$ cat src/rtl/serial_sub_pkg.sv
// Shared types and constants for the bit-serial subtractor.
package serial_sub_pkg;

    localparam int DEFAULT_WIDTH = 8;

    typedef enum logic [1:0] {
        IDLE = 2'd0,
        RUN  = 2'd1,
        DONE = 2'd2
    } state_t;

endpackage

$ cat src/rtl/serial_subtractor_full_sub.sv
// One-bit full subtractor built from two half subtractors plus an OR for the borrow.
module half_subtractor (
    input  logic x,
    input  logic y,
    output logic d,
    output logic bo
);
    assign d  = x ^ y;
    assign bo = ~x & y;
endmodule

module full_subtractor (
    input  logic a,
    input  logic b,
    input  logic bin,
    output logic d,
    output logic bout
);
    logic d1;
    logic bo1;
    logic bo2;

    half_subtractor u_hs0 (.x(a),  .y(b),   .d(d1), .bo(bo1));
    // Second stage only borrows when a==b and a borrow is pending.
    half_subtractor u_hs1 (.x(d1), .y(bin), .d(d),  .bo(bo2));

    assign bout = bo1 | bo2;
endmodule

$ cat src/rtl/serial_subtractor.sv
// Bit-serial a-b, LSB first, one bit per clock; result registered on DONE entry.
// Define SERIAL_SUB_OVF_EN to add the signed-overflow output.
module serial_subtractor
    import serial_sub_pkg::*;
#(
    parameter int WIDTH = DEFAULT_WIDTH
) (
    input  logic             clk,
    input  logic             rst_n,
    input  logic             start,
    input  logic [WIDTH-1:0] a,
    input  logic [WIDTH-1:0] b,
    output logic             ready,
    output logic             busy,
    output logic             done,
    output logic [WIDTH-1:0] diff,
    output logic             borrow
`ifdef SERIAL_SUB_OVF_EN
    ,
    output logic             ovf
`endif
);

    localparam int CW = $clog2(WIDTH) + 1;

    state_t           state;
    state_t           state_next;
    logic [WIDTH-1:0] a_sh;
    logic [WIDTH-1:0] b_sh;
    logic [WIDTH-2:0] res_sh;
    logic [WIDTH-1:0] res_next;
    logic             bin_q;
    logic [CW-1:0]    cnt;
    logic             d_bit;
    logic             bout;
    logic             load;
    logic             last_bit;

`ifdef SERIAL_SUB_OVF_EN
    logic a_msb;
    logic b_msb;
`endif

    full_subtractor u_fs (
        .a    (a_sh[0]),
        .b    (b_sh[0]),
        .bin  (bin_q),
        .d    (d_bit),
        .bout (bout)
    );

    // The last bit lands in diff directly, so the stored shift register never needs bit 0.
    assign res_next = {d_bit, res_sh};
    assign last_bit = (cnt == CW'(WIDTH - 1));
    assign load     = (state == IDLE) && start;

    always_ff @(posedge clk or negedge rst_n) begin
        if (!rst_n) state <= IDLE;
        else        state <= state_next;
    end

    always_comb begin
        state_next = state;
        ready      = 1'b0;
        busy       = 1'b0;
        done       = 1'b0;
        case (state)
            IDLE: begin
                ready = 1'b1;
                if (start) state_next = RUN;
            end
            RUN: begin
                busy = 1'b1;
                if (last_bit) state_next = DONE;
            end
            DONE: begin
                busy       = 1'b1;
                done       = 1'b1;
                state_next = IDLE;
            end
            default: state_next = IDLE;
        endcase
    end

    always_ff @(posedge clk or negedge rst_n) begin
        if (!rst_n) begin
            a_sh   <= '0;
            b_sh   <= '0;
            res_sh <= '0;
            bin_q  <= 1'b0;
            cnt    <= '0;
            diff   <= '0;
            borrow <= 1'b0;
`ifdef SERIAL_SUB_OVF_EN
            a_msb  <= 1'b0;
            b_msb  <= 1'b0;
            ovf    <= 1'b0;
`endif
        end else if (load) begin
            a_sh   <= a;
            b_sh   <= b;
            res_sh <= '0;
            bin_q  <= 1'b0;
            cnt    <= '0;
`ifdef SERIAL_SUB_OVF_EN
            a_msb  <= a[WIDTH-1];
            b_msb  <= b[WIDTH-1];
`endif
        end else if (state == RUN) begin
            a_sh   <= a_sh >> 1;
            b_sh   <= b_sh >> 1;
            res_sh <= res_next[WIDTH-1:1];
            bin_q  <= bout;
            cnt    <= cnt + CW'(1);
            if (last_bit) begin
                diff   <= res_next;
                borrow <= bout;
`ifdef SERIAL_SUB_OVF_EN
                ovf    <= (a_msb != b_msb) && (res_next[WIDTH-1] != a_msb);
`endif
            end
        end
    end

endmodule
$ cat config.mk
export PLATFORM = sky130hd
export DESIGN_NAME = serial_subtractor
export DESIGN_NICKNAME = d
export VERILOG_FILES = /design/src/rtl/serial_sub_pkg.sv /design/src/rtl/serial_subtractor_full_sub.sv /design/src/rtl/serial_subtractor.sv
export SDC_FILE = /design/constraint.sdc
export NUM_CORES = 1
export LEC_CHECK = 0
export ABC_AREA = 1
export CORE_ASPECT_RATIO = 1.5
export CORE_UTILIZATION = 60
export CTS_CLUSTER_DIAMETER = 50
export DETAILED_ROUTE_END_ITERATION = 10
export DONT_BUFFER_PORTS = 1
export GPL_ROUTABILITY_DRIVEN = 0
export HOLD_SLACK_MARGIN = 0.08
export PLACE_DENSITY = 0.81
export SLEW_MARGIN = 15
export SYNTH_ARGS = -nofsm -noshare
export SYNTH_HDL_FRONTEND = slang
export SYNTH_HIERARCHICAL = 1
export SYNTH_SLANG_ARGS = --single-unit
$ cat constraint.sdc
create_clock -name clk -period 3.8 [get_ports clk]
set_clock_uncertainty 0.15 [all_clocks]
set_input_delay 0.38 -clock clk [delete_from_list [all_inputs] [get_ports clk]]
set_output_delay 0.38 -clock clk [all_outputs]
set_load 0.02 [all_outputs]
==> qor.log <==
[clock_tree] Clock transition at path regs 0.07 ns
[clock_tree] # clock sinks 39
[yosys] area of the mapped netlist 1767 sq um
[critical_path] category of cells accounting for the largest share of critical-path delay simple AND/OR/NAND/NOR gates
[clock_tree] setup fix buffers added after clock tree synthesis 0
[sta] Period minus WS final 1.771 ns
[sta] Total Neg Setup Slack 0 ns
[clock_tree] clock tree from TritonCTS yes
[critical_path] worst endpoint required time 3.83 ns
[power] pwr dens 667.2 nW/um^2
[critical_path] biggest cell delay along the critical path 0.38 ns
[cells_and_area] growth of design area from synthesis to finish 12.61%
[placement] detailed placer's ending HPWL 2.079 mm
[yosys] fraction of the mapped netlist area in adder cells 0.04958
[yosys] synthesized-area fraction occupied by and/or/nand/nor cells 0.2925
[detailed_routing] count of vias placed by the detailed router 1303
[detailed_routing] Iteration-0 DRC Markers 31
[clock_tree] largest buffer count on any clock path 2
[die] Die Outline Area 3170 sq um
[yosys] sequential element share of the synthesized area 0.5524
[global_route] number of global-route vias before repair 1216
[sta] number of failing hold endpoints at the final stage 0
[clock_tree] clock insertion delay at the later pin of the skew report 0.29 ns
[sta] slew at the pin with the worst max-slew slack 0.3239 ns
[yosys] proportion of synthesized area in mux cells 0
[detailed_routing] antenna violation net count after detailed routing 0
[detailed_routing] Wirelength per Cell 11.71 um
[sta] worst-case headroom to the max-slew limit 0.7841
[critical_path] Worst setup EP type register
[power] Peak VDD IR 422.8 uV
[power] combinational power share 0.338
[critical_path] largest fanout of any net on the critical path 18
[die] area inside the core boundary 2734 sq um
[sta] worst setup margin 2.029 ns
[detailed_routing] first-pass iteration count of the detailed router 4
[sta] maximum clock rate 564.7 MHz
[die] number of placement rows 23
[yosys] syn_nets 229
[placement] Post-Place Cell Area 1768 sq um
[yosys] Synthesis Warnings 6
[sta] Setup violations, final 0
[yosys] Synth Area in Compound Gates 0.03329
[cells_and_area] antenna fix cells 0
[yosys] main combinational cell family by area after synthesis simple AND/OR/NAND/NOR gates
[placement] Port Buf Inserts 0
[sta] final worst-path cycle share 0.4660
[global_route] total track usage 0.2189
[clock_tree] CTS H-Tree Depth 2
[global_route] antenna violations before repair 0
[critical_path] Worst path slowest cell dfrtp_1
[global_route] global-route wire length before repair 4.940 mm
[die] die extent in x 46.31 um
[die] I/O pin count 31
[yosys] Mean Syn Cell Area 8.703 sq um
[cells_and_area] end-of-flow core utilization 0.7277
[die] die height 68.46 um
[power] clock network fraction of total power 0.195
[power] internal power 820.4 uW
[cells_and_area] fraction of layout cells with a size suffix above 1 0.07273
[power] Sw Share 0.3819
[critical_path] ordered cell list for the critical path inv_1, ha_1, nand2_4, nand2_4, inv_6, nand2_2, nand2_1, nand2_1
[power] sequential power share 0.467
[outcome] run status finished, final reports clean
[detailed_routing] Routed Wire Length 3.010 mm
[power] reported net switching power 506.9 uW
[critical_path] startpoint types register
[global_route] aggregate global routing overflow 0
[yosys] number of flip-flops and latches in the synthesized netlist 39
[die] Initial Utilization 0.6462
[yosys] synthesized-area fraction occupied by xor and xnor cells 0
[sta] setup repair after global routing missed its margin no
[cells_and_area] Layout Nets 245
[yosys] post-synth cell types 21
[clock_tree] buffer type at the clock tree root clkbuf_8
[power] Leakage 1.035 nW
[yosys] number of standard cells after synthesis 203
[detailed_routing] post-detailed-route DRC marker count 0
[clock_tree] clock buffer count from CTS 5
[sta] number of pins exceeding their max-slew limit in the final report 0
[hold_path] kind of path behind the tightest hold check primary input to register
[run] max cap viols 0
[critical_path] data arrival time of the worst path 1.80 ns
[global_route] largest net degree at the start of global routing 40
[critical_path] number of buffers and inverters on the critical path 2
[placement] pre-CTS WS 2.038 ns
[cells_and_area] Final Instance Area 1989 sq um
[detailed_routing] detail-routed via count per cell 5.070
[critical_path] type of the worst setup path register to register
==> kinds of logic after synthesis <==
logic type	count (synthesis)
compound gates	10
fa+ha+maj	7
buf+inv	24
flops	39
simple gates	123
==> path summary, 6_finish.rpt <==
| kind | endpoint | cells past startpoint | slack, ns | start |
|---|---|---|---|---|
| max reg2reg | diff[1] | 8 | 2.03 | state[0] |
| max in group asynchronous | res_sh[2] | 2 | 2.90 | rst_n |
| min in group asynchronous | b_sh[0] | 2 | 0.42 | rst_n |
| min | a_sh[5] | 2 | 0.08 | a[5] |
| max | diff[1] | 8 | 2.03 | state[0] |
| min reg2reg | diff[4] | 2 | 0.33 | res_sh[4] |
==> worst reg2reg max path: cells and delay by family (launching register included) <==
family                     cells  cell delay (ns)
adders and majority gates      1             0.32
and+or+nand+nor                5             0.56
buffers and inverters          2             0.25
DFF                            1             0.38
==> through the flow <==
stage / hold WS (ns) / cells / total power [mW]
2_1_floorplan: -0.06559 / 203 / 1.013
3_3_place_gp: -0.06477 / 236 / 1.038
3_5_place_dp: -0.06489 / 236 / 1.060
4_1_cts: 0.08061 / 257 / 1.339
5_1_grt: 0.09082 / 257 / 1.427
6_report: 0.08241 / 257 / 1.327
==> flip-flops by register name, summed over array words and instances (netlist names) <==
register / cells
a_sh: 8
b_sh: 8
bin_q: 1
borrow: 1
cnt: 4
diff: 8
res_sh: 7
state: 2
==> per-layer routing <==
| metal | wire [um] | track usage | vias up | share of wire |
|---|---|---|---|---|
| met2 | 1575 | 0.3854 | 29 | 0.52 |
| li1 | - | - | 662 | - |
| met1 | 1313 | 0.2405 | 605 | 0.44 |
| met4 | 42 | 0.09926 | 0 | 0.014 |
| met3 | 79 | 0.04749 | 7 | 0.026 |
| met5 | 0 | 0 | - | 0 |
==> synthesized netlist by cell type (all sizes together) <==
master	instances	share of area
a21boi	1	0.0043
a21oi	1	0.0028
buf	4	0.025
dfrtp	39	0.55
ha	7	0.050
inv	20	0.047
nand2	99	0.22
nand3	17	0.048
nor2	6	0.017
nor3	1	0.0028
o21ai	3	0.0085
o22ai	5	0.018
==> cells in the final DEF, fill, tap and decap left out <==
cell / n
nand3_1: 17
nand2_2: 1
ha_1: 7
inv_1: 16
nor3_1: 1
o21ai_1: 2
inv_6: 1
dlygate4sd3_1: 12
clkinv_2: 1
clkbuf_8: 5
buf_12: 1
o22ai_1: 5
inv_4: 1
nor2_1: 5
a21boi_0: 1
clkbuf_1: 2
o21ai_0: 1
nor2_4: 1
inv_2: 2
nand2_1: 95
a21oi_1: 1
nand2_4: 3
dfrtp_1: 39
==> timing repair <==
| item | 4_1_cts | 5_1_grt |
|---|---|---|
| gates resized for setup | 0 | 0 |
| hold buffers | 13 | 0 |
| hold endpoints to repair | 50 | 0 |
==> power groups by stage <==
stage / clock [mW] / sequential, mW / combinational, mW
after floorplan: 0 / 0.608 / 0.405
after global placement: 0 / 0.620 / 0.418
after detailed placement: 0 / 0.627 / 0.433
after CTS: 0.264 / 0.620 / 0.455
after global routing: 0.281 / 0.634 / 0.512
final: 0.259 / 0.619 / 0.449
==> final cells by class <==
class / instances / area (sq um)
tap: 37 / 46.29
fill: 204 / 744.5
inverter: 20 / 82.58
sequential: 39 / 975.9
timing repair buffer: 13 / 140.1
multi-input combinational: 140 / 663.1
clock buffer: 7 / 76.32
clock inverter: 1 / 5.005
Power figures use the tool's default switching activity.
